[config.mk]
export PLATFORM = sky130hd
export DESIGN_NAME = fetch_unit
export DESIGN_NICKNAME = d
export VERILOG_FILES = /design/src/rtl/fetch_unit.sv
export SDC_FILE = /design/constraint.sdc
export NUM_CORES = 1
export LEC_CHECK = 0
export ABC_AREA = 1
export CAP_MARGIN = 20
export CORE_AREA = 2 2 68 70
export DETAILED_ROUTE_END_ITERATION = 7
export DIE_AREA = 0 0 70 72
export PLACE_DENSITY = 0.78
export SYNTH_ARGS = -nofsm -noshare
export SYNTH_HDL_FRONTEND = slang
export SYNTH_SLANG_ARGS = --single-unit
[constraint.sdc]
create_clock -name clk -period 1.6 [get_ports clk]
set_clock_uncertainty 0.15 [all_clocks]
set_input_delay 0.16 -clock clk [delete_from_list [all_inputs] [get_ports clk]]
set_output_delay 0.16 -clock clk [all_outputs]
set_load 0.01 [all_outputs]
[src/rtl/fetch_unit.sv]
// fetch_unit
//   Instruction fetch stage feeding the control decoder. Owns the program
//   counter and drives the instruction-memory address. It registers the
//   fetched instruction, resolves taken BLQZ branches with a one-cycle bubble,
//   honours stalls, and reports program completion via a start/done handshake.
//
// Ports
//   clk            system clock, rising edge
//   reset_n        asynchronous active-low reset
//   start          one-cycle pulse, begins execution at address 0 (IDLE/DONE only)
//   prog_len       address one past the last instruction, sampled every cycle
//   imem_addr      instruction-memory address (copy of the pc register)
//   imem_rdata     instruction-memory read data, combinational from imem_addr
//   instr          registered instruction presented to the decoder
//   instr_valid    instr is live and not squashed
//   stall          hold pc, instr, instr_valid and state
//   branch_taken   datapath condition for the BLQZ currently in instr
//   branch_target  target address of the taken branch
//   done           program finished, level until the next start
//   retired_cnt    saturating count of delivered instructions
//
// Configuration
//   FETCH_PERF_CNT_EN  when defined, builds the retired-instruction counter;
//                      otherwise retired_cnt is tied to zero.

module fetch_unit #(
  parameter int unsigned PC_W    = 10,
  parameter int unsigned IW      = 9,
  parameter logic [2:0]  BLQZ_OP = 3'b111
) (
  input  logic            clk,
  input  logic            reset_n,
  input  logic            start,
  input  logic [PC_W-1:0] prog_len,
  output logic [PC_W-1:0] imem_addr,
  input  logic [IW-1:0]   imem_rdata,
  output logic [IW-1:0]   instr,
  output logic            instr_valid,
  input  logic            stall,
  input  logic            branch_taken,
  input  logic [PC_W-1:0] branch_target,
  output logic            done,
  output logic [15:0]     retired_cnt
);

  localparam int unsigned OPC_W = 3;

  typedef enum logic [1:0] {
    IDLE = 2'd0,
    RUN  = 2'd1,
    DONE = 2'd2
  } state_t;

  state_t          state_q, state_d;
  logic [PC_W-1:0] pc_q, pc_d;
  logic [IW-1:0]   instr_q, instr_d;
  logic            valid_q, valid_d;
  logic            done_q, done_d;

  logic [OPC_W-1:0] opcode;
  logic             branch_go;
  logic             at_end;

  // Decoder-side view of the instruction currently held in instr.
  assign opcode    = instr_q[IW-1 -: OPC_W];
  assign branch_go = valid_q && (opcode == BLQZ_OP) && branch_taken;
  assign at_end    = (pc_q == prog_len);

  // State and datapath registers.
  always_ff @(posedge clk or negedge reset_n) begin
    if (!reset_n) begin
      state_q <= IDLE;
      pc_q    <= '0;
      instr_q <= '0;
      valid_q <= 1'b0;
      done_q  <= 1'b0;
    end else begin
      state_q <= state_d;
      pc_q    <= pc_d;
      instr_q <= instr_d;
      valid_q <= valid_d;
      done_q  <= done_d;
    end
  end

  // Next-state and next-datapath logic; everything holds unless told otherwise.
  always_comb begin
    state_d = state_q;
    pc_d    = pc_q;
    instr_d = instr_q;
    valid_d = valid_q;
    done_d  = done_q;

    case (state_q)
      IDLE: begin
        valid_d = 1'b0;
        pc_d    = '0;
        if (start) begin
          state_d = RUN;
        end
      end

      RUN: begin
        if (!stall) begin
          if (branch_go) begin
            // Redirect and squash the wrong-path fetch; wins over end detection.
            pc_d    = branch_target;
            valid_d = 1'b0;
          end else if (at_end) begin
            // No fetch at prog_len; the last instruction leaves instr here.
            valid_d = 1'b0;
            done_d  = 1'b1;
            state_d = DONE;
          end else begin
            instr_d = imem_rdata;
            valid_d = 1'b1;
            pc_d    = pc_q + PC_W'(1);
          end
        end
      end

      DONE: begin
        valid_d = 1'b0;
        if (start) begin
          done_d  = 1'b0;
          pc_d    = '0;
          state_d = RUN;
        end
      end

      default: begin
        state_d = IDLE;
        pc_d    = '0;
        valid_d = 1'b0;
        done_d  = 1'b0;
      end
    endcase
  end

  assign imem_addr   = pc_q;
  assign instr       = instr_q;
  assign instr_valid = valid_q;
  assign done        = done_q;

`ifdef FETCH_PERF_CNT_EN
  localparam int unsigned CNT_W = 16;

  logic [CNT_W-1:0] cnt_q, cnt_d;
  logic             start_accept;

  // start is only honoured outside RUN, so only then does it clear the count.
  assign start_accept = start && (state_q != RUN);

  // Saturating count of instructions consumed by the decoder.
  always_comb begin
    cnt_d = cnt_q;
    if (start_accept) begin
      cnt_d = '0;
    end else if (valid_q && !stall && (cnt_q != {CNT_W{1'b1}})) begin
      cnt_d = cnt_q + CNT_W'(1);
    end
  end

  always_ff @(posedge clk or negedge reset_n) begin
    if (!reset_n) begin
      cnt_q <= '0;
    end else begin
      cnt_q <= cnt_d;
    end
  end

  assign retired_cnt = cnt_q;
`else
  assign retired_cnt = '0;
`endif

endmodule

==> results.toml, run 1 <==
[critical_path]
crit_chain = "inv_2 > nand2_1 > nand2_1 > nor2_1 > nand2_1 > nor2_4 > nand2_2 > nand4_4 > o21ai_1"
worst_path_max_delay_cell = "dfrtp_1"
cp.arrival_ns = 1.63
cp_max_fo = 5
cpLargestDelayFamily = "simple AND/OR/NAND/NOR gates"
start_kind = "flip-flop"
critPathMaxStageDelay_ns = 0.41
path_buf_inv = 1
cp_common_cell = "nand2_1"
rrSetupSlack_ns = -0.03
cp.required_ns = 1.60
worstSetupPathType = "reg -> reg"
end_kind = "flip-flop"

[synthesis]
async_flop_share_pct = 100
ys_seq_area_share_pct = 35.9
synthCells = 214
synth_edf_count = 0
syn_area_per_cell_sq_um = 7.49
synth_area_sq_um = 1600
ys_ff_latch = 23
synth.distinct_cells = 33
yosysWarnings = 0
dominantRegCellSynth = "dfrtp_1"

[cts]
cts-root-buf = "clkbuf_8"
clock_sinks = 23
cts.path.max_buffers = 2
clk_latency_ns = 0.27
h-tree-depth = 1
path_clk_slew_ns = 0.08
numCtsBuffers = 3
cts_tree = "built"

[grt]
grt_max_degree = 24
track_usage_pct = 16.8
busiest_layer = "met2"
grt-ovfl-total = 0
antenna_found_initial = 0
use_met1_pct = 21.5
grt_pass1_vias = 1584
met2_usage_pct = 29.3
grt_pass1_wl_um = 6920
use_met3_pct = 3.19

[floorplan]
die_area_sq_um = 5040
core-area_sq_um = 4260
row_count = 24
fp.dieH_um = 72
start_util_pct = 37.6
die_w_um = 70
ios = 71

[route]
antenna_left = 0
drt_iter0_markers = 92
vias = 1613
routed_via_density = 4.72
drt_pass1_iterations = 4
drcViolationCount = 0
drt-total-wl_um = 4020
wl_per_cell_um = 11.7

[pwr]
p_leak_uw = 0.00117
p_per_area_nw_per_um2 = 1290
ir_drop_v = 0.000779

[timing]
setup_violations = 6
finalCriticalPeriod_ns = 1.63
drv_slew = 0
worst_hold_slack_ns = 0.0940
setup_slack_ns = -0.0312
rsz0062_at_grt = "true"
fin_tns_setup_ns = -0.0407
max_freq_mhz = 613
fin_crit_sh_pct = 102
hold_viol_final = 0

[status]
violations = "setup timing"
status = "finished, violations left"

[min_path]
hold_path_class = "in -> async"

[job]
maxCapViolations = 0

[final_layout]
diodes = 0
n_fill_cell = 397
final_cell_mix = "55 x nand2_1, 49 x clkdlybuf4s50_1, 26 x inv_1"
final_common_cell = "nand2_1"
nNetsFinal = 326
syn_to_final_growth_pct = 51.4
drive_above_1_share_pct = 20.3

[placement]
gp_congestion = 0.835
dpl.hpwl_um = 2860
io_buffers = 54
==> layout make-up <==
type                       count  area (sq um)  share of cell area, %
clock buffer                   4          45.0                   1.86
inverter                      29           109                   4.48
multi-input combinational    160           932                   38.4
sequential                    23           579                   23.9
tap                           52          65.1                   2.68
timing repair buffer          74           697                   28.7
==> registers in the layout, summed over array words and instances, names as in the netlist <==
register / cells
imem_addr: 10
instr: 9
state_q: 2
done: 1
instr_valid: 1
==> metal layers <==
metal	vias up	wire [um]	part of all wire (%)
met3	7	279	6.9
li1	806	-	-
met1	741	1730	43
met4	0	59	1.5
met5	-	0	0
met2	59	1950	49
==> Yosys cell counts (all sizes together), types with 3 or more instances <==
library cell	n	share of area (%)
dfrtp	23	36
o211ai	6	2.8
o21ai	21	8.7
nand3	13	4.4
xnor2	5	2.7
nand2	59	14
nor2	16	4.4
xor2	3	1.6
nand4	4	2.9
buf	21	9.8
or2	4	1.6
inv	29	6.8
==> where the power goes <==
group          internal, uW  total [uW]  leakage (uW)  switching, uW
registers               801         975      0.000292            174
clock network           178         366     0.0000228            188
logic                   865        1780      0.000856            920
==> cells by family (layout without fill, tap and decap cells) <==
group | after synthesis | after routing | share of synthesized area [%]
AOI/OAI and AO/OA | 31 | 31 | 13.0
xor gates and xnor gates | 8 | 8 | 4.37
adders and majority gates | 1 | 1 | 0.781
and+or+nand+nor | 99 | 104 | 28.9
buffers and inverters | 51 | 107 | 16.9
DFF | 23 | 23 | 35.9
other | 1 | 16 | 0.234
==> worst paths after layout <==
| kind | endpoint | depth (start not counted) | from |
|---|---|---|---|
| min in group clk | instr[6] | 3 | imem_rdata[6] |
| max in group asynchronous | imem_addr[1] | 2 | reset_n |
| max reg2reg | instr_valid | 9 | imem_addr[3] |
| min reg2reg | instr[0] | 2 | instr[0] |
| max | instr_valid | 9 | imem_addr[3] |
| min | instr_valid | 2 | reset_n |
==> worst register-to-register path: cells and delay by family, from the launching register on <==
kind	cells	cell delay, ns
buf+inv	1	0.05
simple gates	7	0.81
compound gates	1	0.10
flops	1	0.41
==> per-stage QoR <==
step	total power (uW)	cell area, sq um	cells	utilization (%)	setup slack, ns
6_report	3130	2430	342	56.9	-0.0312
5_1_grt	3380	2430	342	56.9	-0.190
4_1_cts	3080	2390	341	56.1	-0.0118
3_5_place_dp	2600	2270	332	53.3	-0.266
3_3_place_gp	2550	2270	332	53.3	-0.227
2_1_floorplan	1890	1670	229	-	0.00534
==> timing repair <==
| action | 4_1_cts | 5_1_grt |
|---|---|---|
| pin swaps | 6 | 3 |
| hold buffers | 0 | 0 |
| setup buffers | 0 | 1 |
| endpoints found under the setup margin | 26 | 25 |
| cloned | 5 | 0 |
| resized for setup | 14 | 6 |
No activity file was read; power rests on OpenSTA's default activity.
==> run 2, diff against run 1 <==
--- a/config.mk
+++ b/config.mk
@@ -10,7 +10,7 @@
 export CORE_AREA = 2 2 68 70
 export DETAILED_ROUTE_END_ITERATION = 7
 export DIE_AREA = 0 0 70 72
-export PLACE_DENSITY = 0.78
+export PLACE_DENSITY_LB_ADDON = 0.3
 export SYNTH_ARGS = -nofsm -noshare
 export SYNTH_HDL_FRONTEND = slang
 export SYNTH_SLANG_ARGS = --single-unit
==> run 2 against run 1 <==
The run still ends with setup timing left. Design area up 2.6%. Global-route usage shrank 0.72 points. Critical path depth is the same. Die area stayed put. Hold slack worse by 0.0022 ns. Wire length increased by 4.1%. Non-clock buffer count grew 4. Core utilization increased by 1.5 points. Final cell count rose by 1.5%. First-iteration DRC count down 2.2%. Setup slack got worse by 0.010 ns. Sequential share of layout area down 0.61 points. Critical path type unchanged. Critical endpoint is now imem_addr[9]. Largest power group unchanged.
==> results.toml, run 2 (synthesis results as in run 1) <==
[grt]
grt_pass1_wl_um = 6560
track_usage_pct = 16.1
grt_pass1_vias = 1506
grt-ovfl-total = 0
grt_max_degree = 24
antenna_found_initial = 0

[route]
drt-total-wl_um = 4180
wl_per_cell_um = 12.0
drt_iter0_markers = 90
routed_via_density = 4.68
drcViolationCount = 0
drt_pass1_iterations = 4
antenna_left = 0
vias = 1625

[critical_path]
rrSetupSlack_ns = -0.04
crit_chain = "nor2_2 > nor2_1 > nor2_1 > nand2_1 > nor2_4 > nand4_4 > nand2_4 > nand2_1 > nand2_1"
cp.required_ns = 1.66
cp.arrival_ns = 1.70
reg2reg_from = "imem_addr[1]"
end_kind = "flip-flop"
reg2reg_to = "imem_addr[9]"
worst_path_max_delay_cell = "dfrtp_2"
critPathMaxStageDelay_ns = 0.45
cp_max_fo = 5
cp_common_cell = "nand2_1"
start_kind = "flip-flop"
crit_start = "imem_addr[1]"
worstSetupEndpoint = "imem_addr[9]"
worstSetupPathType = "reg -> reg"
ff2ff_path_depth = 9

[placement]
dpl.hpwl_um = 2760
pre_cts_slack_ns = -0.249
gp_congestion = 0.755
io_buffers = 54
dpl_cell_area_sq_um = 2300
place_inst = 337

[final_layout]
final_common_cell = "clkdlybuf4s50_1"
seq_area_sq_um = 579
syn_to_final_growth_pct = 55.4
largest_register_ffs = 10
diodes = 0
multi_input_area_sq_um = 975
drive_above_1_share_pct = 26.4
n_fill_cell = 395
stdcell_count = 347
final_cell_mix = "48 x clkdlybuf4s50_1, 46 x nand2_1, 25 x inv_1"
fin_area_sq_um = 2490
nNetsFinal = 331

[pwr]
seqPwrFrac_pct = 30.9
ir_drop_v = 0.000825
power_frac_clock_pct = 11.7
p_sw_share_pct = 41.9
p_switching_uw = 1340
intPower_uw = 1860
p_leak_uw = 0.00122
p_per_area_nw_per_um2 = 1290
pwr-share-comb_pct = 57.4

[floorplan]
core-area_sq_um = 4260
row_count = 24
die_w_um = 70
start_util_pct = 37.6
fp.dieH_um = 72
ios = 71
die_area_sq_um = 5040

[cts]
post_cts_buffers = 0
cts-root-buf = "clkbuf_8"
cts_tree = "built"
numCtsBuffers = 3
clk_latency_ns = 0.27
h-tree-depth = 1
clock_sinks = 23
path_clk_slew_ns = 0.09
cts_hold_buf = 0
cts.path.max_buffers = 2

[timing]
rsz0062_at_grt = "true"
setup_slack_ns = -0.0412
hold_viol_final = 0
finalCriticalPeriod_ns = 1.64
fin_tns_setup_ns = -0.311
setup_violations = 11
fin_crit_sh_pct = 103
worst_hold_slack_ns = 0.0918
drv_slew = 0
max_freq_mhz = 609

[status]
violations = "setup timing"
status = "finished, violations left"

[min_path]
hold_path_class = "in -> async"

[job]
maxCapViolations = 0
==> run 2: changes by cell type in the layout (fill, tap and decap cells not counted), sizes merged <==
cell	change
dlymetal6s2s	+1
buf	+4
clkdlybuf4s50	-1
clkinv	+1
clkbuf	-1
nand2	+1
==> run 2: layout make-up <==
type | count | share of cell area, %
flip-flops and latches | 23 | 23.3
clock inverters | 1 | 0.201
repair buffers | 78 | 28.8
well taps | 52 | 2.61
inverters | 29 | 4.37
multi-input cells | 161 | 39.1
clock buffers | 3 | 1.66
==> run 2: what timing repair did <==
item                       4_1_cts  5_1_grt
pin swaps                        0       11
gates resized for setup          8       31
setup endpoints to repair       26       25
cloned                           2        4
==> run 2: power by group through the flow <==
stage	Sequential, uW	Clock (uW)	Combinational, uW
after detailed placement	974	0	1630
after global placement	978	0	1610
after floorplan	1070	0	819
final	989	376	1840
after global routing	1020	409	2020
after CTS	969	380	1690
==> run 2: per-stage QoR <==
stage / power (uW) / util [%]
floorplan: 1890 / -
global placement: 2590 / 53.8
detailed placement: 2610 / 53.8
CTS: 3030 / 55.7
global route: 3450 / 58.4
finish: 3200 / 58.4
==> run 2: worst max-delay path, delay by kind of cell, from the launching register on <==
| family | cells | cell delay (ns) |
|---|---|---|
| DFF | 1 | 0.45 |
| and+or+nand+nor | 9 | 0.96 |
==> run 2: how the worst min path moves through the flow <==
stage / endpoint / startpoint / cells after the start / slack (ns)
final: imem_addr[3] / reset_n / 2 / 0.09
after detailed placement: done / done / 2 / 0.32
after floorplan: done / reset_n / 0 / -0.29
after CTS: imem_addr[4] / reset_n / 2 / 0.11
after global placement: instr[2] / instr[2] / 2 / 0.33
after global routing: imem_addr[3] / reset_n / 2 / 0.14
==> run 2: routing by layer <==
layer | track usage, % | part of all wire, % | vias to the layer above
li1 | - | - | 824
met1 | 20.0 | 43 | 732
met2 | 28.5 | 48 | 59
met3 | 3.33 | 6.3 | 10
met4 | 4.49 | 2.1 | 0
met5 | 0 | 0 | -
==> run 3, diff against run 2 <==
--- a/config.mk
+++ b/config.mk
@@ -11,6 +11,7 @@
 export DETAILED_ROUTE_END_ITERATION = 7
 export DIE_AREA = 0 0 70 72
 export PLACE_DENSITY_LB_ADDON = 0.3
+export SLEW_MARGIN = 30
 export SYNTH_ARGS = -nofsm -noshare
 export SYNTH_HDL_FRONTEND = slang
 export SYNTH_SLANG_ARGS = --single-unit
==> results of run 3 <==
Same layout as run 2: the final DEF is identical, and so are final timing and power.
